### config.mk
export PLATFORM = sky130hd
export DESIGN_NAME = request_unit_flat
export DESIGN_NICKNAME = d
export VERILOG_FILES = /design/src/rtl/cpu_types_pkg.sv /design/src/rtl/request_unit_if.sv /design/src/rtl/request_unit.sv /design/src/flat_wrapper.sv
export SDC_FILE = /design/constraint.sdc
export NUM_CORES = 1
export LEC_CHECK = 0
export BUFFER_PORTS_ARGS = -buffer_cell sky130_fd_sc_hd__buf_2
export CAP_MARGIN = 5
export CELL_PAD_IN_SITES_DETAIL_PLACEMENT = 2
export CELL_PAD_IN_SITES_GLOBAL_PLACEMENT = 2
export CORE_MARGIN = 1.5
export CORE_UTILIZATION = 29
export DETAILED_ROUTE_END_ITERATION = 10
export PLACE_DENSITY = 0.8
export SLEW_MARGIN = 20
export SYNTH_ARGS = -nofsm -noshare
export SYNTH_HDL_FRONTEND = slang
export SYNTH_SLANG_ARGS = --single-unit
### constraint.sdc
create_clock -name CLK -period 2.7 [get_ports CLK]
set_input_delay 0.27 -clock CLK [delete_from_list [all_inputs] [get_ports CLK]]
set_output_delay 0.27 -clock CLK [all_outputs]
set_load 0.02 [all_outputs]
### src/rtl/cpu_types_pkg.sv
// -----------------------------------------------------------------------------
// cpu_types_pkg
// Shared CPU type definitions: the machine word, the ALU operation encoding
// and the request-unit FSM state encoding.
// No ports (package).
// -----------------------------------------------------------------------------
package cpu_types_pkg;

    typedef logic [31:0] word_t;

    typedef enum logic [3:0] {
        ALU_SLL  = 4'h0,
        ALU_SRL  = 4'h1,
        ALU_ADD  = 4'h2,
        ALU_SUB  = 4'h3,
        ALU_AND  = 4'h4,
        ALU_OR   = 4'h5,
        ALU_XOR  = 4'h6,
        ALU_NOR  = 4'h7,
        ALU_SLT  = 4'h8,
        ALU_SLTU = 4'h9
    } aluop_t;

    // Request-unit FSM: fetching, waiting on the data cache, or halted for good.
    typedef enum logic [1:0] {
        IDLE   = 2'd0,
        DWAIT  = 2'd1,
        HALTED = 2'd2
    } ru_state_t;

endpackage

### src/rtl/request_unit_if.sv
// -----------------------------------------------------------------------------
// request_unit_if
// Bundles the request unit's control-unit / cache-side signals.
//   slave  modport : the request unit itself (consumes ihit/dhit and the
//                    control-unit requests, produces cache requests, pc_en,
//                    halt and stall_cnt).
//   master modport : the surrounding datapath / caches driving the unit.
// Parameter STALL_W : width of stall_cnt.
// -----------------------------------------------------------------------------
interface request_unit_if
    import cpu_types_pkg::*;
#(
    parameter int STALL_W = 16
) ();

    // Inputs to the request unit
    logic               ihit;
    logic               dhit;
    logic               dREN;
    logic               dWEN;
    logic               datomic;
    logic               cpu_halt;
    word_t              dmemaddr;
    word_t              dmemstore;

    // Outputs from the request unit
    logic               imemREN;
    logic               dmemREN;
    logic               dmemWEN;
    logic               dmematomic;
    word_t              dmemaddr_o;
    word_t              dmemstore_o;
    logic               pc_en;
    logic               halt;
    logic [STALL_W-1:0] stall_cnt;

    modport slave (
        input  ihit, dhit, dREN, dWEN, datomic, cpu_halt, dmemaddr, dmemstore,
        output imemREN, dmemREN, dmemWEN, dmematomic, dmemaddr_o, dmemstore_o,
               pc_en, halt, stall_cnt
    );

    modport master (
        output ihit, dhit, dREN, dWEN, datomic, cpu_halt, dmemaddr, dmemstore,
        input  imemREN, dmemREN, dmemWEN, dmematomic, dmemaddr_o, dmemstore_o,
               pc_en, halt, stall_cnt
    );

endinterface

### src/rtl/request_unit.sv
// -----------------------------------------------------------------------------
// request_unit
// Sequences instruction fetch and data-cache access for a single-cycle CPU.
// In IDLE it fetches; an instruction with a data access parks the unit in
// DWAIT with the request registered toward the data cache until dhit; a
// halt parks it in HALTED until reset. pc_en pulses once per committed
// instruction.
// Ports:
//   CLK   : clock, rising edge
//   RST   : asynchronous active-high reset
//   ru_if : request_unit_if.slave (ihit, dhit, dREN, dWEN, datomic, cpu_halt,
//           dmemaddr, dmemstore in; imemREN, dmemREN, dmemWEN, dmematomic,
//           dmemaddr_o, dmemstore_o, pc_en, halt, stall_cnt out)
// Parameter STALL_W : width of the saturating data-stall counter.
// -----------------------------------------------------------------------------
module request_unit
    import cpu_types_pkg::*;
#(
    parameter int STALL_W = 16
) (
    input  logic           CLK,
    input  logic           RST,
    request_unit_if.slave  ru_if
);

    ru_state_t          r_state;
    ru_state_t          w_state_next;
    logic               r_live;        // low from reset until the first edge after release
    logic               r_dmemREN;
    logic               r_dmemWEN;
    logic               r_dmematomic;
    word_t              r_dmemaddr;
    word_t              r_dmemstore;
    logic               r_halt;
    logic [STALL_W-1:0] r_stall_cnt;

    logic               w_data_req;
    logic               w_pc_en;
    logic               w_latch_req;
    logic               w_data_done;
    logic               w_stall_inc;

    assign w_data_req = ru_if.dREN | ru_if.dWEN;

    always_comb begin
        w_state_next = r_state;
        w_pc_en      = 1'b0;
        w_latch_req  = 1'b0;
        w_data_done  = 1'b0;
        w_stall_inc  = 1'b0;
        case (r_state)
            IDLE: begin
                // Fetch is not enabled until r_live, so an ihit before then is ignored.
                if (r_live && ru_if.ihit) begin
                    if (w_data_req) begin
                        w_state_next = DWAIT;
                        w_latch_req  = 1'b1;
                    end else if (ru_if.cpu_halt) begin
                        w_state_next = HALTED;
                    end else begin
                        w_pc_en = 1'b1;
                    end
                end
            end
            DWAIT: begin
                // The instruction is held by the datapath while waiting, so
                // cpu_halt sampled on the dhit cycle belongs to this instruction.
                if (ru_if.dhit) begin
                    w_pc_en      = 1'b1;
                    w_data_done  = 1'b1;
                    w_state_next = ru_if.cpu_halt ? HALTED : IDLE;
                end else begin
                    w_stall_inc = 1'b1;
                end
            end
            HALTED: begin
                w_state_next = HALTED;
            end
            default: begin
                w_state_next = IDLE;
            end
        endcase
    end

    always_ff @(posedge CLK or posedge RST) begin
        if (RST) begin
            r_state      <= IDLE;
            r_live       <= 1'b0;
            r_dmemREN    <= 1'b0;
            r_dmemWEN    <= 1'b0;
            r_dmematomic <= 1'b0;
            r_dmemaddr   <= '0;
            r_dmemstore  <= '0;
            r_halt       <= 1'b0;
            r_stall_cnt  <= '0;
        end else begin
            r_state <= w_state_next;
            r_live  <= 1'b1;
            if (w_latch_req) begin
                r_dmemREN    <= ru_if.dREN;
                r_dmemWEN    <= ru_if.dWEN;
                r_dmematomic <= ru_if.datomic;
                r_dmemaddr   <= ru_if.dmemaddr;
                r_dmemstore  <= ru_if.dmemstore;
            end else if (w_data_done) begin
                r_dmemREN    <= 1'b0;
                r_dmemWEN    <= 1'b0;
                r_dmematomic <= 1'b0;
            end
            if (w_state_next == HALTED) begin
                r_halt <= 1'b1;
            end
            // Saturate rather than wrap.
            if (w_stall_inc && (r_stall_cnt != {STALL_W{1'b1}})) begin
                r_stall_cnt <= r_stall_cnt + {{(STALL_W-1){1'b0}}, 1'b1};
            end
        end
    end

    assign ru_if.imemREN     = r_live && (r_state == IDLE);
    assign ru_if.pc_en       = w_pc_en;
    assign ru_if.dmemREN     = r_dmemREN;
    assign ru_if.dmemWEN     = r_dmemWEN;
    assign ru_if.dmematomic  = r_dmematomic;
    assign ru_if.dmemaddr_o  = r_dmemaddr;
    assign ru_if.dmemstore_o = r_dmemstore;
    assign ru_if.halt        = r_halt;
    assign ru_if.stall_cnt   = r_stall_cnt;

endmodule

### src/flat_wrapper.sv
// flat-port wrapper written by rule: the top's interface ports become plain ports
module request_unit_flat import cpu_types_pkg::*;
#(
    parameter int STALL_W = 16
)
  (CLK, RST, ru_if_ihit, ru_if_dhit, ru_if_dREN, ru_if_dWEN, ru_if_datomic, ru_if_cpu_halt, ru_if_dmemaddr, ru_if_dmemstore, ru_if_imemREN, ru_if_dmemREN, ru_if_dmemWEN, ru_if_dmematomic, ru_if_dmemaddr_o, ru_if_dmemstore_o, ru_if_pc_en, ru_if_halt, ru_if_stall_cnt);
  request_unit_if #(.STALL_W(STALL_W)) ru_if_i ();
  input  logic CLK;
  input  logic RST;
  input wire logic [$bits(ru_if_i.ihit)-1:0] ru_if_ihit;
  input wire logic [$bits(ru_if_i.dhit)-1:0] ru_if_dhit;
  input wire logic [$bits(ru_if_i.dREN)-1:0] ru_if_dREN;
  input wire logic [$bits(ru_if_i.dWEN)-1:0] ru_if_dWEN;
  input wire logic [$bits(ru_if_i.datomic)-1:0] ru_if_datomic;
  input wire logic [$bits(ru_if_i.cpu_halt)-1:0] ru_if_cpu_halt;
  input wire logic [$bits(ru_if_i.dmemaddr)-1:0] ru_if_dmemaddr;
  input wire logic [$bits(ru_if_i.dmemstore)-1:0] ru_if_dmemstore;
  output wire logic [$bits(ru_if_i.imemREN)-1:0] ru_if_imemREN;
  output wire logic [$bits(ru_if_i.dmemREN)-1:0] ru_if_dmemREN;
  output wire logic [$bits(ru_if_i.dmemWEN)-1:0] ru_if_dmemWEN;
  output wire logic [$bits(ru_if_i.dmematomic)-1:0] ru_if_dmematomic;
  output wire logic [$bits(ru_if_i.dmemaddr_o)-1:0] ru_if_dmemaddr_o;
  output wire logic [$bits(ru_if_i.dmemstore_o)-1:0] ru_if_dmemstore_o;
  output wire logic [$bits(ru_if_i.pc_en)-1:0] ru_if_pc_en;
  output wire logic [$bits(ru_if_i.halt)-1:0] ru_if_halt;
  output wire logic [$bits(ru_if_i.stall_cnt)-1:0] ru_if_stall_cnt;
  assign ru_if_i.ihit = ru_if_ihit;
  assign ru_if_i.dhit = ru_if_dhit;
  assign ru_if_i.dREN = ru_if_dREN;
  assign ru_if_i.dWEN = ru_if_dWEN;
  assign ru_if_i.datomic = ru_if_datomic;
  assign ru_if_i.cpu_halt = ru_if_cpu_halt;
  assign ru_if_i.dmemaddr = ru_if_dmemaddr;
  assign ru_if_i.dmemstore = ru_if_dmemstore;
  assign ru_if_imemREN = ru_if_i.imemREN;
  assign ru_if_dmemREN = ru_if_i.dmemREN;
  assign ru_if_dmemWEN = ru_if_i.dmemWEN;
  assign ru_if_dmematomic = ru_if_i.dmematomic;
  assign ru_if_dmemaddr_o = ru_if_i.dmemaddr_o;
  assign ru_if_dmemstore_o = ru_if_i.dmemstore_o;
  assign ru_if_pc_en = ru_if_i.pc_en;
  assign ru_if_halt = ru_if_i.halt;
  assign ru_if_stall_cnt = ru_if_i.stall_cnt;
  request_unit #(.STALL_W(STALL_W)) u_core (.CLK(CLK), .RST(RST), .ru_if(ru_if_i));
endmodule
* After elaboration in Yosys (flattened, before gate mapping) *
Index checks and enable logic that the tools add are counted.

storage, ports and cells
  memory bits (writable) = 0
  register bits after elaboration = 87
  memories = 0
  input bits = 72
  bits in latches = 0
  memory bits (read-only) = 0
  word-level logic and storage cells = 41

operators by class
  bitwise logic cells = 1
  div/mod/pow operators = 0
  multiply operators = 0
  magnitude comparators = 0
  multiplexer cells = 21
  reductions and logical operators = 5
  eq/ne operators = 4
  add/subtract/negate cells = 1
  shifts and indexed selects = 0

operator list
  kind                                                             number
  16-bit by 1-bit adder with 16-bit output, second input constant  1
  16-bit != test, second input constant                            1
  1-bit two-way mux                                                14
  2-bit two-way mux                                                5
  2-bit case mux with 3 select lines                               1
  2-bit == test, second input constant                             2
  1-bit logical AND                                                3
  2-bit by 1-bit == test with 1-bit output, second input constant  1
  2-bit zero test                                                  1
  1-bit case mux with 2 select lines                               1
  2-bit nonzero test                                               1
  1-bit OR                                                         1

* Logic depth before layout (Yosys ltp) *
Gate-level depths: netlist (run 1).

  depth after elaboration = 5
  depth in mapped cells = 6
  mapped depth without buffers = 5

* Least setup slack after synthesis (run 1) *
Ideal clock, no wire load.

  kind = register to register
  start = register u_core.r_state[1]
  end = register u_core.r_dmemaddr[1], in the netlist u_core.ru_if.dmemaddr_o[1]
  cell stages (with the launch flop) = 6
  path buffers = 2
  setup time = 0.125 ns
  period minus slack after synthesis = 1.849 ns
  path slack = 0.851 ns
  arrival = 1.724 ns
  data required time = 2.575 ns
  cells stage by stage = dfrtp_1 > and4bb_2 > nor2b_1 > buf_2 > buf_2 > mux2_2

on the way
  longest elaborated chain between the ends = 2

RTL lines
  what                      RTL line             RTL
  start: declaration        request_unit.sv:26   ru_state_t r_state;
  start signal: assignment  request_unit.sv:97   r_state <= w_state_next;
  2-bit zero test           request_unit.sv:51   case (r_state)
  1-bit two-way mux         request_unit.sv:51
  end signal: assignment    request_unit.sv:103  r_dmemaddr <= ru_if.dmemaddr;
  end: declaration          request_unit.sv:32   word_t r_dmemaddr;

No other way between the ends.
A chain may end at the register's enable or synchronous reset.

* Worst setup path in the final report (run 1) *
  start = register u_core.r_state[1]
  end = register u_core.r_dmemstore[16], in the netlist u_core.ru_if.dmemstore_o[16]

on the way
  longest elaborated chain between the ends = 2

RTL lines
  what                    RTL line             RTL
  2-bit zero test         request_unit.sv:51
  1-bit two-way mux       request_unit.sv:51
  end signal: assignment  request_unit.sv:104  r_dmemstore <= ru_if.dmemstore;
  end: declaration        request_unit.sv:33   word_t r_dmemstore;

No other way between the ends.

==> flow_summary.toml, run 1 <==
[layout]
drive_above_1_share_pct = 60.0
final_nets = 475
stdcell_count = 551
nFillCells = 1227
syn2layout_area_growth_pct = 36.2

[global_routing]
antenna_found_initial = 1
grt_pass1_wl_mm = 15.3
track_usage_pct = 15.7
grt_max_degree = 88
grt_pass1_vias = 2916
grt_overflow = 0

[setup_path]
cp_max_fo = 37
endpoint = "u_core.ru_if.dmemstore_o[16]"
crit_type = "reg -> reg"
timing.rr.start = "u_core.r_state[1]"
end_kind = "flop"
crit_start = "u_core.r_state[1]"
cp_cell_sequence = "and4bb_2 -> nor2b_4 -> buf_4 -> mux2_2"
crit_required_ns = 2.92
worst-r2r-cell-count = 4
cpMaxStageDelayCell = "dfrtp_1"
critPathArrivalTime_ns = 2.18
ff2ff_setup_slack_ns = 0.74
slowest_delay_ns = 0.44
r2r_end = "u_core.ru_if.dmemstore_o[16]"
start_kind = "flop"

[run_status]
failed_checks = "design-rule violations"
status = "finished with violations"

[routing]
drtPass1Iterations = 9
ant_nets = 0
drc = 6
post_drt_wl_per_cell_um = 17.1
drtIter0Drc = 86
routed_wl_mm = 9.43
routed_via_density = 4.75
num_vias = 2617

[yosys]
ys_ff_latch = 87
netlist-cell-type-count = 34
synth_top_family_by_area = "multiplexers"
synthSimpleGateAreaFrac_pct = 8.36
synth-adder-area-share_pct = 0.360
avgSynthCellArea_um2 = 14.5
synth-xor-area-share_pct = 2.27
synthCells = 239
synth.area.mux_share_pct = 22.1
synth_top_area_share_pct = 62.7
synth_top_cell_by_area = "dfrtp_1"
ys_warn_count = 0
yosysSeqAreaShare_pct = 62.7
synth-async-reset-ratio_pct = 100
synth.most_common_cell = "dfrtp_1"
synth_nets = 312
synth_area_um2 = 3470
synth_compound_area_share_pct = 2.23
synthTopCellsByArea = "dfrtp_1 (63%), mux2_2 (21%), nand2_1 (1.4%)"
synth_edf_count = 0
ys.flop_type = "dfrtp_1"
synth_common_cells = "dfrtp_1 (87), mux2_2 (65), nand2_1 (13), nand3_1 (9), nor3_1 (6)"

[sta]
post-route-period-util_pct = 72.6
finalHoldViolations = 0
rsz0062_at_grt = "no"
fin_setup_tns_ns = 0
fmaxAchievable_mhz = 510
fin_skew_ns = 0.00588
slew_viol_final = 0
finalCriticalPeriod_ns = 1.96
finalSetupViolations = 0

[clock_network]
path_clk_slew_ns = 0.06
clock_path_buffers = 2
clockRootBuffer = "clkbuf_16"
htreeDepth = 3
cts_tree = "yes"
clock_latency_ns = 0.34
cts_hold_buffers = 0
post_cts_buffers = 0
post_cts_resized = 0
cts_buffers = 9
cts_sinks = 87

[power]
power.density_nw_per_um2 = 1170
leakage_nw = 2.29
vdd_ir_drop_max_v = 0.000507

[die]
die_h_um = 112
fp.dieArea_um2 = 12600
num_rows = 39
dieWidth_um = 112
coreArea_um2 = 11600
io_pins = 158
initial_core_util_pct = 30.0

[run]
cap_viol_max_count = 0

[placement]
dpl.hpwl_mm = 7.00
port_buffers = 157
placedCellCount = 534
gp_congestion = 0.745

[worst_hold_path]
hold_class = "in -> async"
## layout by cell type (no fill, tap or decap), types with 2 or more instances in the layout
master,instances
clkinv_2,2
nand2_1,13
buf_4,2
dfrtp_1,87
inv_1,3
mux2_1,3
clkbuf_8,4
nor3_1,6
nor2_1,4
nor4_1,4
o21a_1,2
o21ai_0,2
mux2_2,65
nand4_1,5
xnor2_1,4
clkbuf_16,9
a32o_1,2
buf_2,157
xor2_1,5
nand3_1,9
## state kept, by name, summed over array words and instances (netlist names)
register / cells
u_core.ru_if.dmemaddr_o: 32
u_core.ru_if.dmemstore_o: 32
u_core.ru_if.stall_cnt: 16
u_core.r_state: 2
u_core.r_live: 1
u_core.ru_if.dmemREN: 1
u_core.ru_if.dmemWEN: 1
u_core.ru_if.dmematomic: 1
u_core.ru_if.halt: 1
## worst min-delay path by stage
| stage | start | endpoint | slack (ns) |
|---|---|---|---|
| global route | RST | u_core.r_state[1] | 0.07 |
| floorplan | ru_if_datomic | u_core.ru_if.dmematomic | 0.39 |
| CTS | RST | u_core.ru_if.stall_cnt[6] | 0.05 |
| finish | RST | u_core.ru_if.stall_cnt[6] | 0.03 |
| detailed placement | RST | u_core.ru_if.stall_cnt[12] | 0.42 |
| global placement | RST | u_core.ru_if.stall_cnt[12] | 0.41 |
## cell families after synthesis
group,Yosys count
DFF,87
muxes,68
and+or+nand+nor,51
other,1
xor gates and xnor gates,9
buffers and inverters,12
adders and majority gates,1
AOI/OAI and AO/OA,10
## power breakdown
group	internal, mW	switching [mW]	leakage [nW]
Clock	0.724	0.499	0.145
Combinational	0.883	1.25	1.09
Sequential	1.86	0.309	1.06
## per-layer routing
metal	vias up	GRT usage, %	part of all wire [%]
li1	1180	-	-
met1	1333	17.9	38
met2	91	27.0	52
met3	13	5.24	7.4
met4	0	6.75	2.2
met5	-	0	0
## critical path, delay by kind of cell, from the launching register on
family        cells  cell delay, ns
simple gates      2            0.57
flops             1            0.44
buf+inv           1            0.43
mux               1            0.40
## stage by stage
| step | worst slack, ns | hold slack [ns] | total power, mW | cell area [µm²] | util, % |
|---|---|---|---|---|---|
| 2_1_floorplan | 0.180 | 0.387 | 3.52 | 3470 | - |
| 6_report | 0.739 | 0.0307 | 5.52 | 4730 | 40.9 |
| 4_1_cts | 0.712 | 0.0513 | 5.63 | 4730 | 40.9 |
| 5_1_grt | 0.600 | 0.0714 | 5.85 | 4730 | 40.9 |
| 3_5_place_dp | 0.732 | 0.417 | 4.37 | 4430 | 38.3 |
| 3_3_place_gp | 0.809 | 0.410 | 4.25 | 4430 | 38.3 |
## cell type report
class                           count  area [µm²]  area share (%)
Sequential cell                    87        2180            46.0
Multi-Input combinational cell    140        1240            26.1
Timing Repair Buffer              160         821            17.4
Clock buffer                       14         284            6.01
Tap cell                          143         179            3.78
Inverter                            4        16.3           0.344
Clock inverter                      2        12.5           0.265
Antenna cell                        1        2.50          0.0529
Note: power is estimated with default switching activity, not from simulation.
==> run 2, diff against run 1 <==
==> constraint.sdc (replaced) <==
create_clock -name CLK -period 1.9 [get_ports CLK]
set_input_delay 0.19 -clock CLK [delete_from_list [all_inputs] [get_ports CLK]]
set_output_delay 0.19 -clock CLK [all_outputs]
set_load 0.02 [all_outputs]
==> run 2 against run 1 <==
The flow still finishes with violations (design-rule violations). Final area up 3.0%. Sequential power up 40%. Final cell count rose by 2.2%. Via count up 1.3%. Clock skew grew 0.00099 ns. Sequential cell count unchanged. First-iteration DRC count up 8.1%. Sequential share of layout area decreased by 1.3 points. Register-to-register slack lost 0.65 ns. Die area is the same. Non-clock buffer count grew 15. Setup slack worse by 0.65 ns.
==> flow_summary.toml, run 2 (same netlist as run 1, synthesis figures left out) <==
[run_status]
status = "finished with violations"
failed_checks = "design-rule violations"

[routing]
routed_wl_mm = 9.77
drc = 9
ant_nets = 0
num_vias = 2650
drtIter0Drc = 93
routed_via_density = 4.71
drtPass1Iterations = 7
post_drt_wl_per_cell_um = 17.3

[clock_network]
clockRootBuffer = "clkbuf_16"
post_cts_resized = 0
cts_tree = "yes"
clock_latency_ns = 0.33
cts_sinks = 87
htreeDepth = 3
path_clk_slew_ns = 0.06
cts_buffers = 9
clock_path_buffers = 2

[setup_path]
start_kind = "flop"
crit_type = "reg -> reg"
slowest_delay_ns = 0.42
timing.rr.start = "u_core.r_state[1]"
cpMaxStageDelayCell = "or3b_1"
cp_max_fo = 4
cp_cell_sequence = "or3b_1 -> nor4_4 -> nand4_1 -> mux2_1"
crit_family = "simple AND/OR/NAND/NOR gates"
critPathArrivalTime_ns = 2.02
ff2ff_setup_slack_ns = 0.09
crit_required_ns = 2.11
end_kind = "flop"
r2r_end = "u_core.ru_if.stall_cnt[15]"
worst-r2r-cell-count = 4
cp.buffers_inverters = 0

[run]
cap_viol_max_count = 0

[die]
coreArea_um2 = 11600
fp.dieArea_um2 = 12600
initial_core_util_pct = 30.0
die_h_um = 112
num_rows = 39
io_pins = 158
dieWidth_um = 112

[layout]
final_nets = 490
most-common-layout-cells = "buf_2 (157), dfrtp_1 (87), mux2_2 (65)"
syn2layout_area_growth_pct = 40.3
insertedDiodeCount = 0
nFillCells = 1208
drive_above_1_share_pct = 61.2
stdcell_count = 563
layout_commonest_cell = "buf_2"
post-route-util_pct = 42.1
fin_area_um2 = 4870

[worst_hold_path]
min_path_cells = 3
hold_class = "in -> reg"
min_to = "u_core.ru_if.dmematomic"
min-delay-start = "ru_if_datomic"

[sta]
worst_pin_slew_ns = 0.689
slew_headroom_pct = 54.0
fin_setup_tns_ns = 0
finalHoldViolations = 0
fin_skew_ns = 0.00687
rsz0062_at_grt = "no"
slew_viol_final = 0
setup_slack_ns = 0.0890
finalSetupViolations = 0
post-route-period-util_pct = 95.3
finalCriticalPeriod_ns = 1.81
fmaxAchievable_mhz = 552
hold_ws_ns = 0.0677

[global_routing]
grt_max_degree = 46
busiest_layer = "met2"
track_usage_pct = 16.2
met3_usage_pct = 4.10
grt_pass1_vias = 3143
grt_use_met1_pct = 17.0
grt_pass1_wl_mm = 15.8
grt_overflow = 0
grtUsageMet2_pct = 31.1
antenna_found_initial = 0

[placement]
dpl.hpwl_mm = 7.61
placedCellCount = 548
port_buffers = 157
dp_slack_ns = 0.0758
dpl_cell_area_um2 = 4570
gp_congestion = 0.729

[power]
total_power_mw = 7.96
power.density_nw_per_um2 = 1630
vdd_ir_drop_max_v = 0.000666
leakage_nw = 2.37
==> run 2: changes by cell type in the layout (fill, tap and decap cells not counted), sizes merged <==
cell	before	now
clkbuf	14	10
bufinv	0	1
clkinvlp	1	2
diode	1	0
buf	160	174
dlygate4sd3	0	1
==> run 2: routing by layer <==
layer | vias up | wire length, µm
met2 | 86 | 5500
li1 | 1201 | -
met4 | 0 | 128
met3 | 11 | 584
met5 | - | 0
met1 | 1352 | 3550
==> run 2: worst min-delay path, delay by kind of cell <==
family          cells  cell delay, ns
buf+inv             1            0.07
compound gates      1            0.06
simple gates        1            0.04
==> run 2: power by group <==
group          internal (mW)  leakage [nW]  switching, mW  total, mW
Clock                   1.04         0.140          0.697       1.73
Combinational           1.34          1.17           1.85       3.19
Sequential              2.64          1.06          0.404       3.04
Total                   5.01          2.37           2.95       7.96
==> run 2: layout make-up <==
cell class              count  area (µm²)  share of cell area [%]
multi-input cells         140        1240                    25.4
repair buffers            175         973                    20.0
clock buffers              10         239                    4.91
inverters                   4        18.8                   0.385
clock inverters             4        47.5                   0.976
flip-flops and latches     87        2180                    44.7
well taps                 143         179                    3.67
==> run 2: how the worst max path moves through the flow <==
stage | startpoint | end | slack [ns] | cells past startpoint
after CTS | u_core.r_state[1] | u_core.ru_if.stall_cnt[15] | 0.07 | 4
after detailed placement | u_core.r_state[1] | u_core.ru_if.stall_cnt[15] | 0.08 | 4
after floorplan | u_core.r_state[1] | u_core.ru_if.dmemaddr_o[1] | 0.05 | 5
final | u_core.r_state[1] | u_core.ru_if.stall_cnt[15] | 0.09 | 4
after global placement | u_core.r_state[1] | u_core.ru_if.dmemaddr_o[20] | 0.16 | 4
after global routing | u_core.r_state[1] | u_core.ru_if.stall_cnt[7] | 0.009 | 5
==> run 2: timing repair <==
| item | CTS | global route |
|---|---|---|
| setup buffers | 0 | 0 |
| hold buffers | 1 | 0 |
| endpoints found under the hold margin | 27 | 0 |
